### config.mk
export PLATFORM = sky130hd
export DESIGN_NAME = fpga_robots_game_led_sequencer
export DESIGN_NICKNAME = d
export VERILOG_FILES = /design/src/rtl/fpga_robots_game_led_sequencer.sv
export SDC_FILE = /design/constraint.sdc
export NUM_CORES = 1
export LEC_CHECK = 0
export CORE_ASPECT_RATIO = 2
export CORE_MARGIN = 2
export CORE_UTILIZATION = 35
export DETAILED_ROUTE_END_ITERATION = 10
export PLACE_DENSITY = 0.62
export SETUP_SLACK_MARGIN = 0.3
export SLEW_MARGIN = 25
export SYNTH_ARGS = -nofsm -noshare
export SYNTH_HDL_FRONTEND = slang
export SYNTH_SLANG_ARGS = --single-unit
### constraint.sdc
create_clock -name clk -period 9.2 [get_ports clk]
set_input_delay 1.84 -clock clk [delete_from_list [all_inputs] [get_ports clk]]
set_output_delay 1.84 -clock clk [all_outputs]
set_load 0.05 [all_outputs]
### src/rtl/fpga_robots_game_led_sequencer.sv
// Multi-channel LED pattern sequencer: per-channel LOOP/ONESHOT/STEADY patterns
// with PWM brightness, advanced on a shared prescaler tick.
module fpga_robots_game_led_sequencer #(
  parameter int NCH           = 4,
  parameter int STEPS         = 16,
  parameter int PRESCALE_BITS = 22,
  parameter int PWM_BITS      = 4
) (
  input  logic                clk,
  input  logic                rst,
  input  logic                cfg_wen,
  input  logic [3:0]          cfg_ch,
  input  logic [1:0]          cfg_mode,
  input  logic [STEPS-1:0]    cfg_pattern,
  input  logic [PWM_BITS-1:0] cfg_bright,
  input  logic [NCH-1:0]      trig,
  output logic [NCH-1:0]      led,
  output logic [NCH-1:0]      busy,
  output logic                step_tick
);

  typedef enum logic [1:0] {
    M_OFF     = 2'd0,
    M_LOOP    = 2'd1,
    M_ONESHOT = 2'd2,
    M_STEADY  = 2'd3
  } mode_t;

  localparam int SW = $clog2(STEPS + 1);
  localparam logic [STEPS-1:0] HB_PAT = STEPS'(16'h0011);

  logic [PRESCALE_BITS-1:0] pre_ctr;
  logic [PWM_BITS-1:0]      pwm_ctr;
  logic                     tick;

  mode_t               mode   [NCH];
  logic [STEPS-1:0]    pat    [NCH];
  logic [STEPS-1:0]    work   [NCH];
  logic [PWM_BITS-1:0] bright [NCH];
  logic [SW-1:0]       step   [NCH];

  logic [NCH-1:0] lit;
  logic [NCH-1:0] led_d;

  always_comb begin
    tick = (pre_ctr == '1);
  end

  always_comb begin
    lit = '0;
    for (int unsigned i = 0; i < NCH; i++) begin
      case (mode[i])
        M_OFF:     lit[i] = 1'b0;
        M_STEADY:  lit[i] = 1'b1;
        M_LOOP:    lit[i] = work[i][0];
        M_ONESHOT: lit[i] = busy[i] & work[i][0];
        default:   lit[i] = 1'b0;
      endcase
    end
  end

  always_comb begin
    led_d = '0;
    for (int unsigned i = 0; i < NCH; i++) begin
      led_d[i] = lit[i] & ((pwm_ctr < bright[i]) | (&bright[i]));
    end
  end

  // Per-channel priority: config write, then trig, then tick.
  always_ff @(posedge clk) begin
    if (rst) begin
      pre_ctr   <= '0;
      pwm_ctr   <= '0;
      step_tick <= 1'b0;
      led       <= '0;
      busy      <= '0;
      for (int unsigned i = 0; i < NCH; i++) begin
        mode[i]   <= (i == 0) ? M_LOOP : M_OFF;
        pat[i]    <= (i == 0) ? HB_PAT : '0;
        work[i]   <= (i == 0) ? HB_PAT : '0;
        bright[i] <= (i == 0) ? '1 : '0;
        step[i]   <= '0;
      end
    end else begin
      pre_ctr   <= pre_ctr + 1'b1;
      pwm_ctr   <= pwm_ctr + 1'b1;
      step_tick <= tick;
      led       <= led_d;
      for (int unsigned i = 0; i < NCH; i++) begin
        if (cfg_wen && (32'(cfg_ch) == i)) begin
          mode[i]   <= mode_t'(cfg_mode);
          pat[i]    <= cfg_pattern;
          bright[i] <= cfg_bright;
          work[i]   <= cfg_pattern;
          step[i]   <= '0;
          busy[i]   <= 1'b0;
        end else if (trig[i] && (mode[i] == M_ONESHOT)) begin
          work[i] <= pat[i];
          step[i] <= '0;
          busy[i] <= 1'b1;
        end else if (tick) begin
          if (mode[i] == M_LOOP) begin
            work[i] <= {work[i][0], work[i][STEPS-1:1]};
          end else if ((mode[i] == M_ONESHOT) && busy[i]) begin
            work[i] <= work[i] >> 1;
            if (step[i] == SW'(STEPS - 1)) begin
              busy[i] <= 1'b0;
              step[i] <= '0;
            end else begin
              step[i] <= step[i] + 1'b1;
            end
          end
        end
      end
    end
  end

endmodule

; ---- After elaboration in Yosys (flattened, before gate mapping)
; Memories as Yosys holds them, arrays and structs flattened.
; Cells that the tools add are included.
; Widths: inputs -> output; s select.
[op_classes]
add_sub_neg = 6
bitwise_logic = 56
magnitude_cmp = 4
n_reduce_logical = 41
mux = 214
eq_ne = 24
[ops]
columns = op, count
row1 = $mux 16, 20
row2 = $mux 1, 166
row3 = $mux 5, 16
row4 = $or 1x1->1, 48
row5 = $reduce_and 4->1, 8
row6 = $reduce_bool 2->1, 12
row7 = $add 22x1->22 const B, 1
row8 = $eq 22x22->1 const B, 1
row9 = $add 5x1->5 const B, 4
row10 = $eq 5x4->1 const B, 4
row11 = $eq 2x2->1 const B, 8
row12 = $lt 4x4->1, 4
row13 = $mux 4, 4
row14 = $pmux 1 s4, 4
row15 = $logic_and 1x1->1, 12
row16 = $and 1x1->1, 8
row17 = $eq 2x1->1 const B, 4
row18 = $eq 4x2->1 const B, 2
row19 = $logic_not 2->1, 4
row20 = $mux 2, 4
row21 = $ne 2x2->1 const B, 4
row22 = $reduce_or 2->1, 4
row23 = $add 4x1->4 const B, 1
row24 = $eq 4x1->1 const B, 1
row25 = $logic_not 4->1, 1
[word_totals]
out_inout_bits = 9
mem_bits_rw = 172
mem_count = 5
ff_bits = 35
[memory_table]
columns = memory, words, word_bits, read_ports, rd_clocked_by_memory_dff, write_ports, line
row1 = pat, 4, 16, 4, 0, 4, 37  ; logic [STEPS-1:0] pat [NCH];
row2 = work, 4, 16, 4, 0, 4, 38  ; logic [STEPS-1:0] work [NCH];
row3 = step, 4, 5, 4, 0, 4, 40  ; logic [SW-1:0] step [NCH];
row4 = bright, 4, 4, 4, 0, 4, 39  ; logic [PWM_BITS-1:0] bright [NCH];
row5 = mode, 4, 2, 4, 0, 4, 36  ; mode_t mode [NCH];

; ---- Depth between registers and ports, before layout
; Gate-level depths: netlist (run 1).
[depth]
word_depth = 11
mapped_depth = 7
mapped_depth_nobuf = 6

; ---- Worst setup path after synthesis (run 1)
; No wires, ideal clock.
[synth_timing]
path_type = input to register
from = in cfg_ch[3]
to = mem work[0][0], enable pin
setup_ps = 411
slack_ps = 5172
stages = 5
t_arrival_ps = 3616
path_buffers = 0
cell_sequence = nor3b_2 -> a21oi_1 -> inv_1 -> nor2_1 -> o21ai_0
[synth_lines]
columns = item, line
row1 = from (decl), 12  ; input logic [3:0] cfg_ch,
row2 = to (decl), 38

==> impl_metrics.csv, run 1 <==
group,metric,value,unit
clock_tree,ctsHoldBuffers,0,
clock_tree,post_cts_resized,0,
floorplan,placementRows,85,
clock_tree,cts_buffers,20,
cells_and_area,finish.net_count,922,
clock_tree,cts_tree,"done",
clock_tree,numClockSinks,207,
logic_synthesis,synth_edf_count,172,
clock_tree,cts_root_buf,"clkbuf_16",
hold_path,hold_depth,1,
timing,tightest_slew,1035,ps
logic_synthesis,async_flop_share,0,
floorplan,start_util,0.3555,
logic_synthesis,yosysWarnings,0,
clock_tree,ctsHtreeMaxLevel,1,
global_route,grt_pass1_wl,35290,um
detailed_routing,dr.pass1.iters,5,
timing,fmax,0.2352,GHz
cells_and_area,fin_util,0.4101,
clock_tree,clkTransAtPathRegs,60,ps
power_and_ir_drop,leakage,3.843,nW
global_route,grt-busiest-layer,"met2",
setup_path,path_cells,"clkdlybuf4s50_1 > nor3b_2 > a21oi_1 > inv_1 > nor2_1 > o21ai_1 > buf_4",
detailed_routing,routed_wl,22300,um
cells_and_area,diodes,0,
timing,min_period,4251,ps
power_and_ir_drop,ir_drop,0.0001199,V
hold_path,min_to,"pre_ctr[0]",
timing,drv_slew,0,
setup_path,slowest_delay,740,ps
setup_path,r2r_start,"pre_ctr[7]",
logic_synthesis,ys_ff_latch,207,
global_route,first_global_vias,6402,
global_route,gr-usage-met3,0.02015,
timing,finalSetupViolCount,0,
floorplan,die_h,237.3,um
global_route,track_usage,0.1589,
hold_path,min_from,"pre_ctr[0]",
setup_path,critPathLaunchType,"input pin",
timing,skew,10.33,ps
clock_tree,post_cts_buffers,0,
timing,hold_slack,475.2,ps
logic_synthesis,yosys.cell_types.count,54,
power_and_ir_drop,powerDensity,184.2,nW/um^2
setup_path,worstPathRequired,9390,ps
logic_synthesis,syn_area_per_cell,11.59,sq um
place,place_hpwl,15340,um
place,port_buffers,41,
hold_path,hold_class,"register to register",
logic_synthesis,synth_ff_type,"edfxtp_1",
setup_path,worstSetupPathType,"input pin to register",
timing,final_hold_viol_count,0,
setup_path,crit_path_end_kind,"register",
logic_synthesis,synth_fp_nets,877,
logic_synthesis,yosysSeqAreaShare,0.6156,
timing,setup_tns,0,ps
floorplan,core_area,26800,sq um
flow_run,drv_cap,0,
timing,finalCritPeriodShare,0.4621,
detailed_routing,drcViolationCount,0,
clock_tree,clockBufferDepth,3,
cells_and_area,area_delta_synth_final,15.35,%
setup_path,reg2reg_slack,6370,ps
detailed_routing,num_vias,6373,
cells_and_area,drive_gt1_frac,0.07045,
place,dp_cells,1193,
logic_synthesis,syn_area,9528,sq um
timing,rsz0062_at_grt,"false",
floorplan,fp.dieW,120.7,um
setup_path,crit_fanout,23,
cells_and_area,final_cells,1228,
global_route,use_met2,0.3023,
logic_synthesis,syn_inst,822,
detailed_routing,drt-initial-drc-count,515,
detailed_routing,ant_nets,0,
setup_path,r2r_end,"step[3][0]",
global_route,grt_overflow_total,0,
global_route,antenna_found_initial,0,
status,status,"finished, final reports clean",
power_and_ir_drop,total_power,0.002025,W
clock_tree,clk_latency,500,ps
place,place_congestion,0.7837,
detailed_routing,vias_per_cell,5.190,
floorplan,io_pins,42,
setup_path,reg2reg_depth,4,
setup_path,arrival,4440,ps
detailed_routing,wl_per_cell,18.16,um
global_route,grt_max_degree,45,
floorplan,die-area,28640,sq um
timing,slew_headroom,0.3087,
global_route,use_met1,0.1742,
setup_path,crit_slowest_cell,"inv_1",
layer usage:
layer / vias to the layer above / part of all wire
met4: 0 / 0.031
met3: 38 / 0.038
met2: 144 / 0.56
li1: 3088 / -
met1: 3103 / 0.37
met5: - / 0
state kept, by name, indices dropped and copies added, names as in the netlist:
signal     count
bright        16
busy           4
led            4
mode           8
pat           64
pre_ctr       22
pwm_ctr        4
step          20
step_tick      1
work          64
synth_stat cells (9+ instances only):
master	number	area [sq um]
a21oi_1	12	60.06
a22oi_1	65	488.0
and2_1	82	513.0
clkbuf_1	26	97.59
dfxtp_1	35	700.7
edfxtp_1	172	5165
ha_1	22	275.3
inv_1	52	195.2
nand2_1	57	214.0
nand2b_1	10	62.56
nand3_1	24	120.1
nand4_1	13	81.33
nor2_1	57	214.0
nor2b_1	10	62.56
nor3_1	9	45.04
o21ai_0	67	335.3
xnor2_1	16	140.1
kinds of logic (layout without fill, tap and decap cells):
logic type,after synthesis,in the layout,share of synthesized area
compound gates,181,181,0.1229
xor+xnor,23,23,0.02114
fa+ha+maj,22,22,0.02889
buf+inv,85,143,0.03532
flops,207,207,0.6156
mux,3,3,0.003545
simple gates,301,301,0.1726
layout by cell type, fill, tap and decap left out, drive strengths merged, types with 2 or more instances in the layout:
cell type,n
a211o,3
a211oi,8
a21o,7
a21oi,12
a22oi,65
a41oi,3
and2,82
and3,5
and3b,2
buf,15
clkbuf,27
clkdlybuf4s50,41
clkinv,8
dfxtp,35
edfxtp,172
ha,22
inv,51
mux2,3
nand2,57
nand2b,10
nand3,25
nand3b,8
nand4,14
nand4bb,3
nor2,57
nor2b,10
nor3,11
nor4,6
o21ai,69
o31a,2
o31ai,4
o41ai,2
or3,3
or4,2
xnor2,16
xor2,7
worst max-delay path, delay by kind of cell:
family                 cells  cell delay (ps)
AO/OA/AOI/OAI              2              390
buffers and inverters      3             1460
AND/OR/NAND/NOR            2              750
stage by stage:
step / setup slack (ps) / area [sq um]
5_1_grt: 4666 / 10990
6_report: 4949 / 10990
3_5_place_dp: 4364 / 10380
2_1_floorplan: 5172 / 9528
3_3_place_gp: 4439 / 10380
4_1_cts: 4873 / 10990
how the worst max path moves through the flow:
stage	from	to	slack (ps)
detailed placement	cfg_wen	step[0][0]	4360
floorplan	cfg_ch[3]	work[0][0]	5170
global placement	cfg_wen	step[0][0]	4440
finish	cfg_wen	work[0][2]	4950
CTS	cfg_wen	step[0][0]	4870
global route	cfg_ch[3]	step[0][3]	4670
power by group:
| part | total, W | internal (W) | leakage [nW] | switching [W] |
|---|---|---|---|---|
| combinational | 0.000138 | 0.0000497 | 1.55 | 0.0000880 |
| sequential | 0.00110 | 0.00107 | 1.99 | 0.0000248 |
| clock | 0.000792 | 0.000447 | 0.301 | 0.000346 |
cell type report:
type | instances | area, sq um
Fill cell | 2598 | 15810
Sequential cell | 207 | 5866
Multi-Input combinational cell | 530 | 3358
Clock buffer | 27 | 548.0
Timing Repair Buffer | 56 | 523.0
Tap cell | 348 | 435.4
Inverter | 52 | 195.2
Clock inverter | 8 | 65.06
(Power assumes the default switching activity.)
==> run 2, diff against run 1 <==
==> constraint.sdc (replaced) <==
create_clock -name clk -period 4.3 [get_ports clk]
set_input_delay 0.86 -clock clk [delete_from_list [all_inputs] [get_ports clk]]
set_output_delay 0.86 -clock clk [all_outputs]
set_load 0.05 [all_outputs]
==> run 2 against run 1 <==
  * Clock skew shrank 1.7 ps
  * Power up 120%
  * Routed wire length increased by 1.1%
  * Critical path type unchanged
  * Flip-flop and latch count unchanged
  * Cell count increased by 0.33%
  * Via count up 0.33%
==> impl_metrics.csv, run 2 (same netlist as run 1, synthesis figures left out) <==
group,metric,value,unit
timing,setup_tns,0,ps
detailed_routing,dr.pass1.iters,5,
hold_path,min_to,"pre_ctr[0]",
power_and_ir_drop,ir_drop,0.0002197,V
clock_tree,clockBufferDepth,3,
floorplan,die-area,28640,sq um
cells_and_area,layout_common_cells,"edfxtp_1, and2_1, a22oi_1, o21ai_0, nand2_1",
place,post_dp_cell_area,10420,sq um
timing,slew_headroom,0.3503,
timing,final_hold_viol_count,0,
place,place_congestion,0.8023,
clock_tree,ctsHoldBuffers,0,
setup_path,critPathLaunchType,"input pin",
setup_path,crit_slowest_cell,"nor3b_2",
clock_tree,cts_root_buf,"clkbuf_16",
timing,tightest_slew,970.3,ps
timing,skew,8.609,ps
setup_path,worstSetupPathType,"input pin to register",
clock_tree,clk_latency,500,ps
timing,min_period,3035,ps
clock_tree,numClockSinks,207,
power_and_ir_drop,leakage,3.870,nW
cells_and_area,finish.net_count,925,
floorplan,placementRows,85,
cells_and_area,postLayoutCellArea,11080,sq um
setup_path,crit_fanout,16,
clock_tree,clkTransAtPathRegs,60,ps
detailed_routing,num_vias,6394,
floorplan,core_area,26800,sq um
place,port_buffers,41,
timing,fmax,0.3295,GHz
setup_path,r2r_end,"work[0][4]",
power_and_ir_drop,powerDensity,398.4,nW/um^2
floorplan,fp.dieW,120.7,um
global_route,track_usage,0.1598,
setup_path,slowest_delay,780,ps
flow_run,drv_cap,0,
setup_path,reg2reg_depth,5,
setup_path,worstPathRequired,4420,ps
global_route,grt_max_degree,39,
timing,finalCritPeriodShare,0.7057,
setup_path,r2r_start,"pre_ctr[0]",
detailed_routing,routed_wl,22540,um
clock_tree,cts_buffers,20,
timing,drv_slew,0,
cells_and_area,drive_gt1_frac,0.07805,
global_route,antenna_found_initial,0,
hold_path,min_from,"pre_ctr[0]",
setup_path,crit_path_end_kind,"register",
global_route,grt_pass1_wl,35580,um
status,status,"finished, final reports clean",
cells_and_area,final_common_cell,"edfxtp_1",
hold_path,hold_depth,1,
floorplan,die_h,237.3,um
setup_path,path_cells,"clkdlybuf4s50_1 > nor3b_2 > a21oi_1 > nand3_1",
cells_and_area,area_delta_synth_final,16.34,%
timing,rsz0062_at_grt,"false",
cells_and_area,largest_registers,"pat: 64 flops, work: 64 flops, pre_ctr: 22 flops",
hold_path,hold_class,"register to register",
detailed_routing,drt-initial-drc-count,390,
floorplan,start_util,0.3555,
detailed_routing,vias_per_cell,5.190,
clock_tree,post_cts_buffers,0,
detailed_routing,wl_per_cell,18.30,um
setup_path,reg2reg_slack,1480,ps
place,place_hpwl,15710,um
setup_path,critPathLaunch,"cfg_wen",
detailed_routing,drcViolationCount,0,
clock_tree,ctsHtreeMaxLevel,1,
detailed_routing,ant_nets,0,
clock_tree,cts_tree,"done",
global_route,first_global_vias,6653,
setup_path,arrival,3160,ps
global_route,grt_overflow_total,0,
cells_and_area,diodes,0,
clock_tree,post_cts_resized,0,
timing,finalSetupViolCount,0,
floorplan,io_pins,42,
run 2: cell count changes in the layout (fill, tap and decap cells not counted), sizes merged:
cell,delta
buf,+3
bufinv,+1
clkbuf,-4
clkinv,-1
clkinvlp,+4
inv,+1
run 2: per-stage QoR:
| stage | power (W) | hold WS, ps | setup WS (ps) | instances | util |
|---|---|---|---|---|---|
| after floorplan | 0.002539 | 429.5 | 1090 | 822 | - |
| after global placement | 0.002678 | 448.7 | 1033 | 1196 | 0.3880 |
| after detailed placement | 0.002690 | 456.5 | 805.8 | 1196 | 0.3889 |
| after CTS | 0.004462 | 471.2 | 1314 | 1232 | 0.4133 |
| after global routing | 0.004571 | 517.0 | 1119 | 1232 | 0.4136 |
| final | 0.004416 | 465.8 | 1265 | 1232 | 0.4136 |
run 2: worst max-delay path, delay by kind of cell:
kind                   cells  cell delay (ps)
AOI/OAI and AO/OA          1              330
buffers and inverters      1              470
and+or+nand+nor            2             1480
run 2: where the power goes:
group          switching, W  internal, W  leakage, nW
logic              0.000193     0.000109         1.57
clock network      0.000759      0.00101        0.308
registers         0.0000542      0.00229         1.99
total               0.00101      0.00341         3.87
run 2: final cells by class:
| type | count | area, sq um |
|---|---|---|
| Clock inverter | 13 | 121.4 |
| Clock buffer | 23 | 533.0 |
| Fill cell | 2537 | 15720 |
| Multi-Input combinational cell | 530 | 3388 |
| Inverter | 52 | 195.2 |
| Sequential cell | 207 | 5866 |
| Tap cell | 348 | 435.4 |
| Timing Repair Buffer | 59 | 545.5 |
run 2: how the worst max path moves through the flow:
stage,endpoint,slack [ps]
final,work[2][6],1270
after global routing,work[2][10],1120
after CTS,work[2][6],1310
after detailed placement,work[2][6],810
after global placement,work[0][0],1030
after floorplan,work[3][0],1090
run 2: metal layers:
layer | vias up | routed length, um | global-route usage
met2 | 139 | 12200 | 0.3003
met3 | 44 | 705 | 0.01703
li1 | 3090 | - | -
met5 | - | 0 | 0
met1 | 3121 | 8576 | 0.1737
met4 | 0 | 1054 | 0.08034
==> run 3, diff against run 2 <==
==> constraint.sdc (replaced) <==
create_clock -name clk -period 3.05 [get_ports clk]
set_input_delay 0.61 -clock clk [delete_from_list [all_inputs] [get_ports clk]]
set_output_delay 0.61 -clock clk [all_outputs]
set_load 0.05 [all_outputs]
==> run 3 against run 2 <==
  * First-iteration DRC count increased by 16%
  * Sequential share of layout area shrank 0.78 points
  * Flip-flop and latch count unchanged
  * Critical endpoint is now busy[0]
  * Highest routed layer unchanged
==> impl_metrics.csv, run 3 (same netlist as run 1, synthesis figures left out) <==
group,metric,value,unit
cells_and_area,diodes,0,
floorplan,io_pins,42,
cells_and_area,finish.net_count,936,
floorplan,placementRows,85,
status,status,"finished, final reports clean",
setup_path,critPathLaunchType,"register",
setup_path,arrival,1820,ps
setup_path,slowest_delay,860,ps
clock_tree,clk_latency,510,ps
power_and_ir_drop,powerDensity,561.1,nW/um^2
place,place_hpwl,16100,um
timing,finalSetupViolCount,0,
power_and_ir_drop,ir_drop,0.0002990,V
cells_and_area,final_common_cell,"edfxtp_1",
clock_tree,post_cts_buffers,0,
timing,finalCritPeriodShare,0.7978,
setup_path,cp_top_family,"buffers and inverters",
floorplan,die-area,28640,sq um
setup_path,crit_slowest_cell,"clkdlybuf4s50_1",
global_route,first_global_vias,6734,
global_route,track_usage,0.1642,
cells_and_area,drive_gt1_frac,0.08715,
clock_tree,cts_root_buf,"clkbuf_16",
clock_tree,clkTransAtPathRegs,60,ps
hold_path,hold_class,"register to register",
cells_and_area,area_delta_synth_final,18.08,%
detailed_routing,ant_nets,0,
floorplan,start_util,0.3555,
cells_and_area,fillers,2555,
detailed_routing,num_vias,6470,
timing,fmax,0.4110,GHz
timing,skew,7.534,ps
setup_path,path_cells,"clkdlybuf4s50_1",
floorplan,core_area,26800,sq um
detailed_routing,drt-initial-drc-count,453,
detailed_routing,vias_per_cell,5.205,
cells_and_area,layout_common_cells,"edfxtp_1, and2_1, a22oi_1",
global_route,grt_overflow_total,0,
global_route,antenna_found_initial,0,
timing,tightest_slew,888.9,ps
timing,slew_headroom,0.4063,
timing,setup_tns,0,ps
floorplan,die_h,237.3,um
clock_tree,clockBufferDepth,3,
clock_tree,cts_buffers,20,
detailed_routing,dr.pass1.iters,4,
global_route,grt_pass1_wl,36660,um
clock_tree,ctsHtreeMaxLevel,1,
detailed_routing,wl_per_cell,18.30,um
setup_path,crit_path_end_kind,"output pin",
setup_path,worstPathRequired,2440,ps
cells_and_area,postLayoutCellArea,11250,sq um
power_and_ir_drop,total_power,0.006313,W
setup_path,crit_fanout,5,
timing,min_period,2433,ps
flow_run,drv_cap,0,
clock_tree,numClockSinks,207,
setup_path,path_buf_inv,1,
detailed_routing,drcViolationCount,0,
power_and_ir_drop,leakage,3.953,nW
place,post_dp_cell_area,10570,sq um
cells_and_area,multiInputGateArea,3381,sq um
cells_and_area,regArea,5866,sq um
setup_path,worstSetupPathType,"register to output pin",
timing,rsz0062_at_grt,"false",
floorplan,fp.dieW,120.7,um
timing,final_hold_viol_count,0,
global_route,grt_max_degree,39,
place,place_congestion,0.7456,
clock_tree,cts_tree,"done",
place,port_buffers,41,
detailed_routing,routed_wl,22740,um
timing,drv_slew,0,
cells_and_area,largest_registers,"pat: 64 flops, work: 64 flops, pre_ctr: 22 flops",
==> run 3: changes by cell type in the layout (fill, tap and decap cells not counted), sizes merged <==
cell and change:
clkbuf +3, buf +11, clkinv -2, bufinv +1
clkinvlp -2
==> run 3: through the flow <==
stage | setup slack [ps] | util | hold WS, ps | std cells
finish | 616.7 | 0.4198 | 463.9 | 1243
global route | 336.4 | 0.4198 | 516.6 | 1243
CTS | 440.3 | 0.4192 | 467.5 | 1243
detailed placement | 183.1 | 0.3942 | 452.8 | 1207
global placement | 218.0 | 0.3939 | 441.7 | 1207
floorplan | 267.1 | - | 429.5 | 822
==> run 3: per-layer routing <==
layer	vias to the layer above	wire [um]	share of wire	GRT usage
met2	143	12180	0.54	0.2965
li1	3120	-	-	-
met3	53	883	0.039	0.02183
met4	0	1197	0.053	0.08985
met1	3154	8479	0.37	0.1836
met5	-	0	0	0
==> run 3: final timing paths <==
kind	startpoint	end	cells after the start	slack, ps
setup / recovery	busy[0]	busy[0]	1	620
hold / removal	pre_ctr[0]	pre_ctr[0]	1	460
setup reg to reg	pre_ctr[0]	work[0][10]	7	640
hold reg to reg	pre_ctr[0]	pre_ctr[0]	1	460
==> run 3: area by class of cell <==
type,count,area share
Inverter,52,0.01735
Multi-Input combinational cell,530,0.3005
Timing Repair Buffer,70,0.06250
Clock inverter,10,0.01123
Clock buffer,26,0.04838
Sequential cell,207,0.5214
Tap cell,348,0.03870
==> run 3: power by group <==
part           switching, W  leakage, nW  internal, W
sequential        0.0000759         1.99      0.00323
clock               0.00106        0.320      0.00152
combinational      0.000275         1.64     0.000164
==> run 3: repair_timing <==
item                       in CTS  in global routing
setup endpoints to repair       0                 10
hold buffers                    0                  0
gates resized for setup         0                  2
